[src/rtl/uart_tx.sv]
// uart_tx -- UART transmitter.
//
// Serializes one byte per valid/ready handshake onto the tx line as a
// standard asynchronous frame: start bit (0), 8 data bits LSB first,
// optional even parity bit, one stop bit (1). Every bit is held for
// CLKS_PER_BIT clock cycles, timed by an internal cycle counter.
//
// Optional feature macro: UART_TX_PARITY_EN
//   defined   -> even parity bit between data bit 7 and the stop bit (11-bit frame)
//   undefined -> no parity state or logic (10-bit frame)
//
// Parameters:
//   CLKS_PER_BIT  clock cycles per serial bit (>= 2)
// Ports:
//   clk       system clock, rising edge
//   rstn      asynchronous active-low reset
//   tx_data   byte to send, sampled only on the handshake
//   tx_valid  host presents a byte on tx_data
//   tx_ready  block accepts a byte this cycle (registered)
//   tx        serial line, idle high (registered)
//   busy      frame in progress (registered)

module uart_tx #(
    parameter int CLKS_PER_BIT = 868
) (
    input  logic       clk,
    input  logic       rstn,
    input  logic [7:0] tx_data,
    input  logic       tx_valid,
    output logic       tx_ready,
    output logic       tx,
    output logic       busy
);

    localparam int CW = $clog2(CLKS_PER_BIT);
    localparam logic [CW-1:0] CNT_MAX = CW'(CLKS_PER_BIT - 1);

    typedef enum logic [2:0] {
        IDLE   = 3'd0,
        START  = 3'd1,
        DATA   = 3'd2,
`ifdef UART_TX_PARITY_EN
        PARITY = 3'd3,
`endif
        STOP   = 3'd4
    } state_t;

    state_t        state_q, state_d;
    logic [CW-1:0] cnt_q, cnt_d;
    logic [2:0]    bit_idx_q, bit_idx_d;
    logic [7:0]    shift_q, shift_d;
    logic          tx_q, tx_d;
    logic          tx_ready_q, tx_ready_d;
    logic          busy_q, busy_d;
    logic          bit_done;
`ifdef UART_TX_PARITY_EN
    // Parity is captured at acceptance because the shift register is
    // consumed while the data bits go out.
    logic          parity_q, parity_d;
`endif

    assign bit_done = (cnt_q == CNT_MAX);

    always_comb begin
        state_d   = state_q;
        cnt_d     = cnt_q;
        bit_idx_d = bit_idx_q;
        shift_d   = shift_q;
`ifdef UART_TX_PARITY_EN
        parity_d  = parity_q;
`endif

        case (state_q)
            IDLE: begin
                if (tx_valid && tx_ready_q) begin
                    shift_d   = tx_data;
                    bit_idx_d = 3'd0;
                    cnt_d     = '0;
`ifdef UART_TX_PARITY_EN
                    parity_d  = ^tx_data;
`endif
                    state_d   = START;
                end
            end
            START: begin
                if (bit_done) begin
                    cnt_d   = '0;
                    state_d = DATA;
                end else begin
                    cnt_d = cnt_q + CW'(1);
                end
            end
            DATA: begin
                if (bit_done) begin
                    cnt_d     = '0;
                    shift_d   = {1'b0, shift_q[7:1]};
                    bit_idx_d = bit_idx_q + 3'd1;
                    if (bit_idx_q == 3'd7) begin
`ifdef UART_TX_PARITY_EN
                        state_d = PARITY;
`else
                        state_d = STOP;
`endif
                    end
                end else begin
                    cnt_d = cnt_q + CW'(1);
                end
            end
`ifdef UART_TX_PARITY_EN
            PARITY: begin
                if (bit_done) begin
                    cnt_d   = '0;
                    state_d = STOP;
                end else begin
                    cnt_d = cnt_q + CW'(1);
                end
            end
`endif
            STOP: begin
                if (bit_done) begin
                    cnt_d   = '0;
                    state_d = IDLE;
                end else begin
                    cnt_d = cnt_q + CW'(1);
                end
            end
            default: begin
                state_d = IDLE;
                cnt_d   = '0;
            end
        endcase

        // Outputs are decoded from the next state so that the registered
        // versions line up with the state they describe.
        tx_ready_d = (state_d == IDLE);
        busy_d     = (state_d != IDLE);
        case (state_d)
            START:   tx_d = 1'b0;
            DATA:    tx_d = shift_d[0];
`ifdef UART_TX_PARITY_EN
            PARITY:  tx_d = parity_q;
`endif
            default: tx_d = 1'b1;
        endcase
    end

    always_ff @(posedge clk or negedge rstn) begin
        if (!rstn) begin
            state_q    <= IDLE;
            cnt_q      <= '0;
            bit_idx_q  <= 3'd0;
            shift_q    <= 8'd0;
            tx_q       <= 1'b1;
            tx_ready_q <= 1'b0;
            busy_q     <= 1'b0;
`ifdef UART_TX_PARITY_EN
            parity_q   <= 1'b0;
`endif
        end else begin
            state_q    <= state_d;
            cnt_q      <= cnt_d;
            bit_idx_q  <= bit_idx_d;
            shift_q    <= shift_d;
            tx_q       <= tx_d;
            tx_ready_q <= tx_ready_d;
            busy_q     <= busy_d;
`ifdef UART_TX_PARITY_EN
            parity_q   <= parity_d;
`endif
        end
    end

    assign tx       = tx_q;
    assign tx_ready = tx_ready_q;
    assign busy     = busy_q;

endmodule

[config.mk]
export PLATFORM = sky130hd
export DESIGN_NAME = uart_tx
export DESIGN_NICKNAME = d
export VERILOG_FILES = /design/src/rtl/uart_tx.sv
export SDC_FILE = /design/constraint.sdc
export NUM_CORES = 1
export LEC_CHECK = 0
export CAP_MARGIN = 10
export CORE_MARGIN = 3
export CORE_UTILIZATION = 32
export DETAILED_ROUTE_END_ITERATION = 10
export GPL_TIMING_DRIVEN = 1
export SYNTH_ARGS = -nofsm -noshare
export SYNTH_HDL_FRONTEND = slang
export SYNTH_SLANG_ARGS = --single-unit
[constraint.sdc]
create_clock -name clk -period 2.2 [get_ports clk]
set_input_delay 0.22 -clock clk [delete_from_list [all_inputs] [get_ports clk]]
set_output_delay 0.22 -clock clk [all_outputs]
set_load 0.005 [all_outputs]
==> results.txt, run 1 <==
status: completed
r2r worst-path depth: 5
Post-Synth Simple-Gate Area: 0.208
Area after DPL: 1590 µm²
crit-path leading delay family: compound AO/OA/AOI/OAI gates
EDFF count, synth: 0
sequential share of the synthesized area: 0.488
flops & latches, synth: 27
Core Rows: 23
proportion of layout cells with a drive suffix above 1: 0.137
final cell count without fillers: 196
minimum clock period: 1880 ps
Yosys top cell area share: 0.469
clk slew on worst S/H paths: 100 ps
final hold vios: 0
top cells by area, synth: dfrtp_1, a22o_1, nor2_1, a21o_1, xor2_1
Hold Path Class: input pin to asynchronous set/reset pin
initial DRC count: 46
mux contribution to synthesized area: 0.0243
Compound-Gate Fraction of Synth Area: 0.182
Total Negative Setup Slacks: 0 ps
Antenna Nets Post-Route: 0
Setup Fix Bufs, Post-CTS: 0
Post-Synth Adder-Cell Area: 0.0271
grt total ovfl: 0
DP Cell Count: 192
Setup crit end: tx
final wirelength: 2730 µm
Final WS setup: 321 ps
Rel. slew slack: 0.618
root buffer cell: clkbuf_8
cts bufs inserted: 3
Resize count post-CTS: 0
most frequent cell after synthesis: dfrtp_1
Crit path depth: 5
biggest cell delay along the critical path: 570 ps
Synth area leader: dfrtp_1
Residual DRC: 0
peak supply drop: 0.309 mV
DR pass1 iterations: 4
Crit Path Category: register to register
Clock Skew: 10.3 ps
worst-path fanout max: 13
Port Buffer Count: 13
initial core utilization: 0.340
crit path cell chain: nor2_1 > a41oi_1 > o21ai_0 > a221oi_1 > o32ai_1
Avg Cell Area, Syn: 10.8 µm²
Worst setup EP type: register
die area: 5160 µm²
via count: 1044
first-pass GRT wire length: 4840 µm
Post-Syn Instances: 128
NumNets Final: 161
CTS tree: done
area grow syn2layout: 18.1%
final RePlAce weighted congestion: 0.857
Clk Latency, worst-skew pair: 280 ps
dominant synthesized flop cell: dfrtp_1
CP arrival: 2060 ps
Place WS: 293 ps
clk sinks: 27
largest family of logic cells by synthesized area: simple AND/OR/NAND/NOR gates
Yosys warning total: 0
max-cap viol count: 0
XOR/XNOR Fraction of Synth Area: 0.0505
Leak: 0.744 nW
setup violators final: 0
worst reg2reg path endpoint: tx
vias in the first global route: 1063
asr flop ratio synth: 1.00
unique cell type count in the Yosys netlist: 39
buffers and inverters on the worst path: 0
Die H: 71.9 µm
crit share post-route: 0.854
Max Transition Viols Final: 0
post-cts hold buffer count: 0
Final HPWL DP: 1950 µm
worst reg-to-reg setup slack: 320 ps
design area: 1640 µm²
Clock H-tree levels: 1
Critical path origin: state_q[2]
Startpoint Class: register
average wire per standard cell: 13.9 µm
post-layout util: 0.401
ANT cells: 0
WP data required: 2380 ps
post-synthesis cell area: 1390 µm²
Core ar.: 4090 µm²
Syn Nets: 142
RSZ-0062 raised after global routing: false
Top Ports: 14
r2r startpoint: state_q[2]
Worst Tran Pin Value: 573 ps
Power Density: 810 nW/µm²
pin count of the biggest net entering global routing: 28
antenna violations before repair: 0
slowest stage cell, crit path: dfrtp_1
DR vias/cell: 5.33
All-Layer GR Usage: 0.116
synth cell count leaders: dfrtp_1, nor2_1, nand2_1
clock buffer depth: 2
die width: 71.9 µm
FMAX: 532 MHz
## worst min-delay path by stage
stage | from | endpoint | slack (ps) | cells after the start
3_5_place_dp | shift_q[2] | shift_q[2] | 470 | 1
2_1_floorplan | rstn | bit_idx_q[0] | -80 | 0
3_3_place_gp | shift_q[2] | shift_q[2] | 460 | 1
4_1_cts | rstn | shift_q[4] | 330 | 2
5_1_grt | rstn | shift_q[2] | 350 | 2
6_report | rstn | shift_q[2] | 310 | 2
## metal layers
layer / global-route usage / part of all wire / vias up
li1: - / - / 505
met4: 0.0313 / 0.0062 / 0
met5: 0 / 0 / -
met1: 0.168 / 0.51 / 515
met3: 0.0224 / 0.036 / 2
met2: 0.179 / 0.45 / 22
## cell type report
class,instances,area (µm²)
Fill cell,396,2450
Multi-Input combinational cell,97,683
Sequential cell,27,677
Timing Repair Buffer,18,168
Tap cell,50,62.6
Clock buffer,3,41.3
Clock inverter,1,7.51
## cells in the final DEF (no fill, tap or decap), types with 2 or more instances in the layout
cell	n
dfrtp_1	26
nor2_1	15
clkdlybuf4s50_1	13
nand2_1	9
a21oi_1	7
a21o_1	7
a22o_1	7
o21ai_0	5
xor2_1	5
buf_4	5
nand3_1	4
nand2b_1	3
xnor2_1	3
ha_1	3
clkbuf_8	3
nand4_1	2
nor3b_1	2
nor3_1	2
nand4b_1	2
a31o_2	2
nor2_2	2
mux2_2	2
## registers in the layout (all words and copies together) (netlist names)
name and count:
shift_q 8, bit_idx_q 3, cnt_q 10, busy 1, state_q 3, tx_ready 1, tx 1
## report_power, final
part	leakage, nW	switching [mW]	total [mW]	internal, mW
Sequential	0.348	0.0963	0.697	0.601
Combinational	0.374	0.147	0.338	0.191
Clock	0.0217	0.164	0.293	0.129
## stage by stage
stage | power [mW] | hold WS [ps]
after floorplan | 0.908 | -75.6
after global placement | 1.03 | 461
after detailed placement | 1.05 | 466
after CTS | 1.34 | 325
after global routing | 1.41 | 347
final | 1.33 | 308
## kinds of logic (layout without fill, tap and decap cells)
logic type                 after synthesis  in the layout
buffers and inverters                    4             22
DFF                                     27             27
muxes                                    3              3
adders and majority gates                3              3
xor gates and xnor gates                 8              8
and+or+nand+nor                         50             50
AOI/OAI and AO/OA                       33             33
Note: power is estimated with default switching activity, not from simulation.
==> inputs of run 2 (changes only) <==
clock period = 2.3 ns   (was 2.2 ns; I/O delays follow)
==> run 2 against run 1 <==
  * Clock skew grew 0.92 ps
  * Die area unchanged
  * Combinational power decreased by 11%
  * Utilization shrank 0.18 points
  * Count of clock-buffer cells in the layout unchanged
  * Clock power fell by 2%
  * Largest cell class unchanged
==> results.txt, run 2 (synthesis gave the netlist of run 1 again) <==
max-cap viol count: 0
Worst Tran Pin Value: 501 ps
Total Negative Setup Slacks: 0 ps
Core Rows: 23
root buffer cell: clkbuf_8
CP arrival: 2000 ps
peak supply drop: 0.258 mV
Port Buffer Count: 13
Leak: 0.740 nW
Antenna Nets Post-Route: 0
vias in the first global route: 1082
initial core utilization: 0.340
met3 Track Usage GR: 0.0224
cts bufs inserted: 3
ANT cells: 0
final hold vios: 0
worst reg2reg path endpoint: shift_q[0]
clk slew on worst S/H paths: 100 ps
final wirelength: 2700 µm
Max Transition Viols Final: 0
setup violators final: 0
clk sinks: 27
Area after DPL: 1580 µm²
most common cell after layout, fill and taps aside: dfrtp_1
area grow syn2layout: 17.6%
DP Cell Count: 191
Crit Path Category: register to register
first-pass GRT wire length: 4930 µm
Register Area: 677 µm²
CTS tree: done
Top Ports: 14
All-Layer GR Usage: 0.119
Resize count post-CTS: 0
post-cts hold buffer count: 0
Rel. slew slack: 0.666
clock buffer depth: 2
initial DRC count: 53
worst reg-to-reg setup slack: 490 ps
design area: 1630 µm²
Clock H-tree levels: 1
r2r startpoint: cnt_q[0]
NumNets Final: 160
average wire per standard cell: 13.9 µm
final RePlAce weighted congestion: 0.801
FMAX: 552 MHz
Power Density: 773 nW/µm²
Most flops, register: cnt_q
Residual DRC: 0
Core ar.: 4090 µm²
proportion of layout cells with a drive suffix above 1: 0.131
GRT busiest layer: met2
GRT met1 Usage: 0.163
minimum clock period: 1810 ps
die area: 5160 µm²
final cell count without fillers: 195
r2r worst-path depth: 5
Pwr Total: 1.26 mW
crit share post-route: 0.788
grt total ovfl: 0
pin count of the biggest net entering global routing: 28
Die H: 71.9 µm
die width: 71.9 µm
Setup Fix Bufs, Post-CTS: 0
DR pass1 iterations: 6
worst-path fanout max: 4
Largest regs: cnt_q (10), shift_q (8)
max reg flops: 10
DR vias/cell: 5.26
antenna violations before repair: 0
Hold Worst Slack: 312 ps
WP data required: 2490 ps
post-layout util: 0.399
fillers: 401
Startpoint Class: register
Final HPWL DP: 1940 µm
status: completed
met2 usage: 0.188
RSZ-0062 raised after global routing: false
commonest non-fill, non-tap cells in the layout: dfrtp_1, nor2_1, clkdlybuf4s50_1
Final WS setup: 488 ps
Place WS: 272 ps
Clk Latency, worst-skew pair: 280 ps
Clock Skew: 11.2 ps
via count: 1026
Hold Path Class: input pin to asynchronous set/reset pin
footprint of the multi-input gates: 683 µm²
Worst setup EP type: register
[run 2: changes by cell type in the layout (fill, tap and decap cells not counted), sizes merged]
cell	before	now
buf	5	4
[run 2: critical path: stages (launching register included)]
cell and delay, ps:
dfrtp_1 410, ha_1 190, and4bb_1 210, and4_1 290, mux2_1 370, a31o_2 250
[run 2: final cells by class]
class,count,share of cell area
multi-input cells,97,0.419
repair buffers,17,0.0982
clock buffers,3,0.0253
flip-flops and latches,27,0.415
well taps,50,0.0383
clock inverters,1,0.00460
[run 2: where the power goes]
part | internal (mW) | switching, mW
Sequential | 0.574 | 0.0989
Combinational | 0.170 | 0.132
Clock | 0.123 | 0.163
[run 2: routing by layer]
layer  vias up  routed length (µm)
li1        502                   -
met1       500                1360
met2        20                1210
met3         4                  96
met4         0                  38
met5         -                   0
[run 2: how the worst max path moves through the flow]
stage | startpoint | to | slack, ps | cells after the start
floorplan | cnt_q[0] | shift_q[0] | 610 | 5
global placement | tx_valid | cnt_q[8] | 320 | 6
detailed placement | tx_valid | cnt_q[6] | 270 | 6
CTS | cnt_q[0] | shift_q[0] | 500 | 5
global route | state_q[2] | tx | 300 | 5
finish | cnt_q[0] | shift_q[0] | 490 | 5
